File: src/rtl/rocketcpu_sample_fifo_pkg.sv
// Shared definitions for the sample FIFO: register map, STATUS/CTRL bit layout
// and reset values.
package rocketcpu_sample_fifo_pkg;

    typedef enum logic [1:0] {
        REG_DATA   = 2'd0,
        REG_STATUS = 2'd1,
        REG_CTRL   = 2'd2,
        REG_RSVD   = 2'd3
    } reg_sel_e;

    // STATUS flag positions are offsets above the level field, whose width
    // depends on DEPTH.
    localparam int ST_FULL_OFS  = 0;
    localparam int ST_EMPTY_OFS = 1;
    localparam int ST_UNDER_OFS = 2;
    localparam int ST_OVER_OFS  = 3;

    localparam int CTRL_EN_BIT    = 0;
    localparam int CTRL_FLUSH_BIT = 1;
    localparam int CTRL_WM_LSB    = 8;

    localparam logic [7:0] WM_RESET = 8'd4;

endpackage

File: src/rtl/rocketcpu_sample_fifo_sync_fifo.sv
// Synchronous FIFO storage with flush and a registered read port that can
// also be forced to zero when the consumer asks for a sample it cannot have.
module rocketcpu_sync_fifo #(
    parameter int WIDTH = 16,
    parameter int DEPTH = 16,
    parameter int AW    = $clog2(DEPTH),
    parameter int LW    = AW + 1
) (
    input  logic             clk,
    input  logic             reset,
    input  logic             push,
    input  logic [WIDTH-1:0] push_data,
    input  logic             pop,
    input  logic             rd_zero,
    input  logic             flush,
    output logic             full,
    output logic             empty,
    output logic [LW-1:0]    level,
    output logic [WIDTH-1:0] rd_data
);

    logic [WIDTH-1:0] mem_r [DEPTH];
    logic [AW-1:0]    wptr_r;
    logic [AW-1:0]    rptr_r;
    logic [LW-1:0]    level_r;
    logic [WIDTH-1:0] rd_data_r;
    logic             full_s;
    logic             empty_s;
    logic             push_ok_s;
    logic             pop_ok_s;

    // Occupancy flags and qualified push/pop; flush overrides both.
    always_comb begin
        full_s    = (level_r == LW'(DEPTH));
        empty_s   = (level_r == LW'(0));
        push_ok_s = push & ~full_s & ~flush;
        pop_ok_s  = pop & ~empty_s & ~flush;
    end

    // Storage array; contents survive reset, only the pointers are cleared.
    always_ff @(posedge clk) begin
        if (push_ok_s) begin
            mem_r[wptr_r] <= push_data;
        end
    end

    // Pointers and level, wrapping naturally modulo DEPTH.
    always_ff @(posedge clk) begin
        if (reset || flush) begin
            wptr_r  <= '0;
            rptr_r  <= '0;
            level_r <= '0;
        end else begin
            if (push_ok_s) begin
                wptr_r <= wptr_r + AW'(1);
            end
            if (pop_ok_s) begin
                rptr_r <= rptr_r + AW'(1);
            end
            case ({push_ok_s, pop_ok_s})
                2'b10:   level_r <= level_r + LW'(1);
                2'b01:   level_r <= level_r - LW'(1);
                default: level_r <= level_r;
            endcase
        end
    end

    // Registered read port; a flush leaves the presented word untouched.
    always_ff @(posedge clk) begin
        if (reset) begin
            rd_data_r <= '0;
        end else if (flush) begin
            rd_data_r <= rd_data_r;
        end else if (pop_ok_s) begin
            rd_data_r <= mem_r[rptr_r];
        end else if (rd_zero) begin
            rd_data_r <= '0;
        end
    end

    assign full    = full_s;
    assign empty   = empty_s;
    assign level   = level_r;
    assign rd_data = rd_data_r;

endmodule

File: src/rtl/rocketcpu_sample_fifo.sv
// Bus-attached audio sample FIFO: the CPU pushes PCM words over the bus, the
// audio path pops one per sample period; sticky error flags and a level IRQ.
module rocketcpu_sample_fifo
    import rocketcpu_sample_fifo_pkg::*;
#(
    parameter int WIDTH = 16,
    parameter int DEPTH = 16
) (
    input  logic             i_wb_clk,
    input  logic             reset,
    input  logic [31:0]      i_wb_adr,
    input  logic [31:0]      i_wb_dat,
    input  logic [3:0]       i_wb_sel,
    input  logic             i_wb_we,
    input  logic             i_wb_cyc,
    output logic [31:0]      o_wb_rdt,
    output logic             o_wb_ack,
    input  logic             i_sample_req,
    output logic [WIDTH-1:0] o_sample,
    output logic             o_irq
);

    localparam int LW = $clog2(DEPTH) + 1;

    logic             ack_r;
    logic [31:0]      rdt_r;
    logic             enable_r;
    logic [7:0]       watermark_r;
    logic             underrun_r;
    logic             overrun_r;

    reg_sel_e         reg_sel_s;
    logic             bus_wr_s;
    logic             data_wr_s;
    logic             status_wr_s;
    logic             ctrl_wr_s;
    logic             flush_s;
    logic             sreq_s;
    logic             pop_s;
    logic             rd_zero_s;
    logic             full_s;
    logic             empty_s;
    logic [LW-1:0]    level_s;
    logic [8:0]       level_ext_s;
    logic [31:0]      status_s;
    logic [31:0]      ctrl_rd_s;
    logic [31:0]      rd_mux_s;
    logic             unused_s;

    assign unused_s = ^{i_wb_sel, i_wb_adr, i_wb_dat};

    // Register decode; writes take effect at the end of the ack cycle.
    always_comb begin
        reg_sel_s   = reg_sel_e'(i_wb_adr[3:2]);
        bus_wr_s    = i_wb_cyc & i_wb_we & ack_r;
        data_wr_s   = bus_wr_s & (reg_sel_s == REG_DATA);
        status_wr_s = bus_wr_s & (reg_sel_s == REG_STATUS);
        ctrl_wr_s   = bus_wr_s & (reg_sel_s == REG_CTRL);
        flush_s     = ctrl_wr_s & i_wb_dat[CTRL_FLUSH_BIT];
        sreq_s      = i_sample_req & ~flush_s;
        pop_s       = sreq_s & enable_r;
        rd_zero_s   = sreq_s & (~enable_r | empty_s);
    end

    // Readback images of STATUS and CTRL, plus the read data mux.
    always_comb begin
        status_s                     = 32'd0;
        status_s[LW-1:0]             = level_s;
        status_s[LW + ST_FULL_OFS]   = full_s;
        status_s[LW + ST_EMPTY_OFS]  = empty_s;
        status_s[LW + ST_UNDER_OFS]  = underrun_r;
        status_s[LW + ST_OVER_OFS]   = overrun_r;
        ctrl_rd_s                    = 32'd0;
        ctrl_rd_s[CTRL_EN_BIT]       = enable_r;
        ctrl_rd_s[CTRL_WM_LSB +: 8]  = watermark_r;
        case (reg_sel_s)
            REG_STATUS: rd_mux_s = status_s;
            REG_CTRL:   rd_mux_s = ctrl_rd_s;
            default:    rd_mux_s = 32'd0;
        endcase
    end

    // Single-cycle ack and read data captured as the ack rises.
    always_ff @(posedge i_wb_clk) begin
        if (reset) begin
            ack_r <= 1'b0;
            rdt_r <= 32'd0;
        end else begin
            ack_r <= i_wb_cyc & ~ack_r;
            if (i_wb_cyc && !ack_r && !i_wb_we) begin
                rdt_r <= rd_mux_s;
            end else begin
                rdt_r <= 32'd0;
            end
        end
    end

    // Control register and sticky flags; a new error wins over a same-cycle clear.
    always_ff @(posedge i_wb_clk) begin
        if (reset) begin
            enable_r    <= 1'b0;
            watermark_r <= WM_RESET;
            underrun_r  <= 1'b0;
            overrun_r   <= 1'b0;
        end else begin
            if (ctrl_wr_s) begin
                enable_r    <= i_wb_dat[CTRL_EN_BIT];
                watermark_r <= i_wb_dat[CTRL_WM_LSB +: 8];
            end
            underrun_r <= (underrun_r & ~(status_wr_s & i_wb_dat[LW + ST_UNDER_OFS]))
                        | (pop_s & empty_s);
            overrun_r  <= (overrun_r & ~(status_wr_s & i_wb_dat[LW + ST_OVER_OFS]))
                        | (data_wr_s & full_s);
        end
    end

    rocketcpu_sync_fifo #(
        .WIDTH (WIDTH),
        .DEPTH (DEPTH)
    ) u_fifo (
        .clk       (i_wb_clk),
        .reset     (reset),
        .push      (data_wr_s),
        .push_data (i_wb_dat[WIDTH-1:0]),
        .pop       (pop_s),
        .rd_zero   (rd_zero_s),
        .flush     (flush_s),
        .full      (full_s),
        .empty     (empty_s),
        .level     (level_s),
        .rd_data   (o_sample)
    );

    assign level_ext_s = 9'(level_s);
    assign o_irq       = enable_r & (level_ext_s <= {1'b0, watermark_r});
    assign o_wb_ack    = ack_r;
    assign o_wb_rdt    = rdt_r;

endmodule

File: config.mk
export PLATFORM = sky130hd
export DESIGN_NAME = rocketcpu_sample_fifo
export DESIGN_NICKNAME = d
export VERILOG_FILES = /design/src/rtl/rocketcpu_sample_fifo_pkg.sv /design/src/rtl/rocketcpu_sample_fifo_sync_fifo.sv /design/src/rtl/rocketcpu_sample_fifo.sv
export SDC_FILE = /design/constraint.sdc
export NUM_CORES = 1
export LEC_CHECK = 0
export CORE_MARGIN = 3
export CORE_UTILIZATION = 55
export DETAILED_ROUTE_END_ITERATION = 16
export GPL_TIMING_DRIVEN = 0
export PLACE_DENSITY = 0.77
export SKIP_LAST_GASP = 1
export SLEW_MARGIN = 10
export SYNTH_ARGS = -nofsm -noshare
export SYNTH_HDL_FRONTEND = slang
export SYNTH_HIERARCHICAL = 1
export SYNTH_SLANG_ARGS = --single-unit
export TNS_END_PERCENT = 20
File: constraint.sdc
create_clock -name i_wb_clk -period 5.16 [get_ports i_wb_clk]
set_clock_uncertainty 0.15 [all_clocks]
set_input_delay 1.032 -clock i_wb_clk [delete_from_list [all_inputs] [get_ports i_wb_clk]]
set_output_delay 1.032 -clock i_wb_clk [all_outputs]
set_load 0.02 [all_outputs]
======== Word level (Yosys, flattened, before mapping) ========
Memory sizes are Yosys's and may differ from the RTL's. A register that Yosys moved wholly into a read port is not among the register bits.
Cells that the tools add are included.
storage, ports and cells
  register bits ........................... 73
  RAM bits ................................ 256
  bits of input ports ..................... 73
  output and inout port bits .............. 50
  word-level logic and storage cells ...... 72
  memories kept ........................... 1
memory list
  memory        depth  bits a word  rd ports  clocked after Yosys merged registers in  wr ports  RTL line                               RTL
  u_fifo.mem_r  16     16           1         1                                        1         rocketcpu_sample_fifo_sync_fifo.sv:22  logic [WIDTH-1:0] mem_r [DEPTH];
cells by class
  $add $sub $neg .......................... 4
  $lt $le $gt $ge ......................... 1
  equal/unequal tests ..................... 5
  muxes and demuxes ....................... 8
  bitwise logic cells ..................... 32
  reduce and logical (&&, ||, !) cells .... 11
operators with widths
  operator             count
  $mux 16              2
  $pmux 16 s2          1
  $and 1x1->1          21
  $pmux 5 s2           1
  $add 4x1->4 const B  2
  $le 5x8->1           1
  $mux 4               2
  $not 1->1            8
  $add 5x1->5 const B  1
  $eq 5x5->1 const B   1
  $logic_not 5->1      1
  $sub 5x1->5 const B  1
  $eq 2x1->1 const B   2
  $eq 2x2->1 const B   2
  $reduce_bool 2->1    2
  $or 1x1->1           3
  $logic_and 1x1->1    2
  $logic_not 1->1      2
  $logic_not 2->1      1
  $mux 1               2
  $reduce_and 2->1     1
  $reduce_or 2->1      1
  $logic_or 1x1->1     1

======== Depth between registers and ports, before layout ========
  word-level depth ........................ 11
  mapped depth ............................ 16
  gate-level depth less buffers ........... 14

======== Modules after synthesis ========
Netlist, hierarchy kept.
modules (own cells, without submodules)
  module                 times used  cells each  area an instance (µm²)  seq. area each (µm²)
  rocketcpu_sync_fifo    1           558         11298.3                 8348.0
  rocketcpu_sample_fifo  1           136         1219.9                  560.5

======== Worst setup path before layout ========
No wires, ideal clock.
  kind .................................... input port to flip-flop
  start ................................... input i_wb_adr[2]
  end ..................................... memory u_fifo.mem_r[0][0] (enable)
  setup time .............................. 0.409 ns
  data arrival time ....................... 3.517 ns
  data required time ...................... 4.601 ns
  path slack .............................. 1.084 ns
  cell stages on the path ................. 9
  buffers on the path ..................... 1
  cell sequence ........................... inv_1 ha_1 and4_1 nand2_1 inv_1 bufbuf_16 a211oi_1 nand2_1 nor3_1
between the ends
  word-level cells in the longest chain between the ends .. 7
  elaborated cells on any way between the ends .. 10
  those cells by class .................... eq/ne: 1; mux: 2; bitwise: 6; reduce/logical: 1
RTL lines
  element                       RTL line                               RTL
  from (decl)                   rocketcpu_sample_fifo.sv:11            input logic [31:0] i_wb_adr,
  $eq 2x2->1                    rocketcpu_sample_fifo.sv:58            ctrl_wr_s = bus_wr_s & (reg_sel_s == REG_CTRL);
  $and 1x1->1                   rocketcpu_sample_fifo.sv:58
  $and 1x1->1                   rocketcpu_sample_fifo.sv:59            flush_s = ctrl_wr_s & i_wb_dat[CTRL_FLUSH_BIT];
  via flush_s                   rocketcpu_sample_fifo.sv:37            logic flush_s;
  $not 1->1                     rocketcpu_sample_fifo_sync_fifo.sv:36  push_ok_s = push & ~full_s & ~flush;
  $and 1x1->1                   rocketcpu_sample_fifo_sync_fifo.sv:36
  $mux 1                        rocketcpu_sample_fifo_sync_fifo.sv:42  if (push_ok_s) begin
  $mux 1 (not written as such)  rocketcpu_sample_fifo_sync_fifo.sv:43  mem_r[wptr_r] <= push_data;
  to (decl)                     rocketcpu_sample_fifo_sync_fifo.sv:22
The timed path passes the listed nets, and every way through them passes these cells.

======== Worst setup path after layout ========
  start ................................... input i_wb_adr[2]
  end ..................................... register u_fifo.level_r[4], in the netlist u_fifo/level[4]
between the ends
  word-level cells in the longest chain between the ends .. 10
  elaborated cells on any way between the ends .. 17
  those cells by class .................... eq/ne: 3; mux: 1; bitwise: 10; reduce/logical: 3
RTL lines
  element                                          RTL line                                                                                                   RTL
  $eq 2x2->1 (*)                                   rocketcpu_sample_fifo.sv:58
  $and 1x1->1 (*)                                  rocketcpu_sample_fifo.sv:58
  $and 1x1->1 (*)                                  rocketcpu_sample_fifo.sv:59
  via flush_s                                      rocketcpu_sample_fifo.sv:37
  $not 1->1                                        rocketcpu_sample_fifo_sync_fifo.sv:36, rocketcpu_sample_fifo_sync_fifo.sv:37, rocketcpu_sample_fifo.sv:60
  $and 1x1->1                                      rocketcpu_sample_fifo.sv:60                                                                                sreq_s = i_sample_req & ~flush_s;
  $and 1x1->1                                      rocketcpu_sample_fifo.sv:61                                                                                pop_s = sreq_s & enable_r;
  $and 1x1->1 (2 in series)                        rocketcpu_sample_fifo_sync_fifo.sv:37                                                                      pop_ok_s = pop & ~empty_s & ~flush;
  $eq 2x1->1 or $eq 2x2->1 (tied branches)         rocketcpu_sample_fifo_sync_fifo.sv:60                                                                      case ({push_ok_s, pop_ok_s})
  $pmux 5 s2 or $reduce_bool 2->1 (tied branches)  n/a
  to (signal assigned)                             rocketcpu_sample_fifo_sync_fifo.sv:61                                                                      2'b10: level_r <= level_r + LW'(1);
  to (signal assigned)                             rocketcpu_sample_fifo_sync_fifo.sv:62                                                                      2'b01: level_r <= level_r - LW'(1);
  to (signal assigned)                             rocketcpu_sample_fifo_sync_fifo.sv:63                                                                      default: level_r <= level_r;
  to (decl)                                        rocketcpu_sample_fifo_sync_fifo.sv:25                                                                      logic [LW-1:0] level_r;
The timed path passes the listed nets; every way through them passes the cells marked *.
A chain may end at the register's enable or synchronous reset.

==> reports/metrics.cfg <==
[sta]
worst_hold_slack_ps=304
setup_violations=0
finalHoldViolations=0
fin_tns_setup_ps=0
slew_violations=0
clock.fmax_mhz=220
rsz0062_at_grt=false
post-route-period-util_pct=88.1
period_needed_ps=4550
slew_headroom_pct=39.3
worstMarginPinSlew_ps=906

[power_and_ir_drop]
leakage_nw=4.92
ir_worst_vdd_mv=0.237
power.density_nw_per_um2=344

[synthesis]
synth_edf_count=256
yosysWarningCount=6
ys_seq_elements=317
syn_area_um2=12500
yosysTopAreaCell=edfxtp_1
ys_seq_area_share_pct=71.2
synth.avg_cell_area_um2=18.0
netlist.area_leader.share_pct=61.4
synth_cell_types=56
synth_area_leaders=edfxtp_1 (61%), mux4_2 (12%), dfxtp_1 (9.8%), mux2i_1 (2.8%), ha_1 (1.7%)
synthCells=694
async_reset_ff_share_pct=0
synth_flop_cell=edfxtp_1

[setup_path]
cp_data_required_time_ps=5500
crit_type=in2reg
path_cells=clkdlybuf4s50_1 -> inv_1 -> ha_1 -> and4_1 -> nand2_1 -> inv_1 -> bufbuf_16 -> a211oi_1 -> inv_1 -> ha_1 -> clkbuf_1 -> xor2_1 -> ha_1 -> a21oi_1 -> a221o_1 -> a2111o_1 -> nand4_1
worstSetupStartpointType=primary input
r2r_slack_ps=1560
cpPeakStageDelay_ps=520
crit-reg2reg-capture=u_fifo/level[4]$_SDFFE_PP0P_
cpMaxStageDelayCell=clkdlybuf4s50_1
rr_worst_depth=14
worstReg2RegStart=o_wb_ack$_SDFF_PP0_
critPathCaptureType=flop
startpoint=i_wb_adr[2]
cp_max_fo=9
worstPathArrival_ps=4890

[cts]
cts_sinks=317
post_cts_buffers=0
cts-htree-levels=1
cts_resized=0
cts_tree=yes
cts_buffers=31
cts_hold_buf=0
clockBufferDepth=3
clk_pin_slew_ps=60
clk-insertion-delay-late_ps=550
clock-root-buffer=clkbuf_16

[die]
placementRows=54
core_um2=22100
io_pins=123
die-area_um2=24600
die_w_um=157
initial_utilization_pct=56.7
die_y_um=157

[cells_and_area]
area_growth_pct=18.0
nets=906
fin_cells=1121
layout-drive-gt1-share_pct=21.6
diodes=0
layout.cells.most_common=edfxtp_1
mostFrequentLayoutCells=edfxtp_1 (256), mux4_2 (64), dfxtp_1 (61), clkdlybuf4s50_1 (56), mux2i_1 (35)
fin_area_um2=14800

[placed_design]
hpwlAfterDp_um=17400
port_buffers=56
post-place-cells=1063
dpl-instance-area_um2=13800
place.gp.congestion=0.840

[hold_path]
whs_path_depth=1
min_from=u_fifo/rd_data[15]$_SDFFE_PP0P_
hold_path.class=reg2reg
min_to=u_fifo/rd_data[15]$_SDFFE_PP0P_

[route]
vias_per_cell=5.85
vias=6563
dr.pass1.iters=5
finalWirelength_um=25400
wl_per_cell_um=22.7
ant_nets=0
drt_iter0_drc=554
drc=0

[global_route]
grt_pass1_wl_um=38900
overflow=0
grt.total_usage_pct=20.9
grt_pass1_vias=6802
grt_antenna_before_repair=0
grt_max_degree=19

[job]
maxCapViolations=0

[status]
status=completed

sequential cells by signal, indices dropped and copies added (netlist names), named ones only:
name / flops
u_fifo/wptr_r: 4
u_fifo/level: 5
u_fifo/rptr_r: 4
u_fifo/rd_data: 16
o_wb_rdt: 16
u_fifo/mem_r: 256
overrun_r: 1
underrun_r: 1
enable_r: 1
o_wb_ack: 1
watermark_r: 8
final cells by class:
cell class                 instances  area [um^2]
buffer                            50          340
clock buffer                      49          893
clock inverter                     9          121
fill                            1421         7330
inverter                          16         60.1
multi-input combinational        326         3320
sequential                       317         8910
tap                              280          350
timing repair buffer              74          778
worst max-delay path, delay by kind of cell:
kind,cells,cell delay (ps)
buffers and inverters,6,1260
adder cells (fa/ha/maj),3,700
XOR/XNOR,1,180
AO/OA/AOI/OAI,4,1310
AND/OR/NAND/NOR,3,410
metal layers:
metal,global-route usage (%),up-vias,part of all wire (%),wire [um]
li1,-,2942,-,-
met1,27.8,3321,40,10300
met2,35.3,246,50,12700
met3,3.04,54,6.0,1530
met4,8.30,0,3.6,906
met5,0,-,0,0
kinds of logic after synthesis:
logic type | synth area share, %
other | 0.0300
AO/OA/AOI/OAI | 4.53
XOR/XNOR | 0.560
buffers and inverters | 3.20
AND/OR/NAND/NOR | 4.51
flip-flops | 71.2
multiplexers | 14.3
adder cells (fa/ha/maj) | 1.70
where the power goes:
group / internal, mW / switching (mW) / leakage (nW)
registers: 2.76 / 0.00412 / 2.79
clock network: 1.33 / 0.866 / 0.487
logic: 0.0377 / 0.0761 / 1.64
metrics by stage:
step                setup slack (ps)  power [mW]  util, %
floorplan                       1080        2.87        -
global placement                -609        2.93     61.0
detailed placement               122        2.93     62.2
CTS                              681        5.12     66.8
global route                     307        5.23     66.8
finish                           614        5.08     66.8
Yosys cell counts, drive strengths merged, types with 2 or more instances:
library cell and instances:
o21ai 4, o2111ai 3, mux2i 35, nor2 31
nand4 2, xor2 4, edfxtp 256, xnor2 4
o211ai 2, inv 16, or4 2, nand2 26
a22oi 4, buf 34, and3 4, ha 17
nand2b 4, a21oi 14, a21o 17, dfxtp 61
o22ai 18, and2 15, clkbuf 15, nor3 7
or3 2, mux4 64, nand3 10, nor2b 2
nor3b 3, a221o 2
worst max-delay path by stage:
stage,to,slack [ps],depth (start not counted)
after floorplan,u_fifo/mem_r[0][0]$_DFFE_PP_,1080,9
after global placement,u_fifo/mem_r[1][12]$_DFFE_PP_,-610,10
after detailed placement,u_fifo/level[4]$_SDFFE_PP0P_,120,17
after CTS,u_fifo/level[4]$_SDFFE_PP0P_,680,17
after global routing,u_fifo/level[2]$_SDFFE_PP0P_,310,17
final,u_fifo/level[4]$_SDFFE_PP0P_,610,17
Note: power is estimated with default switching activity, not from simulation.
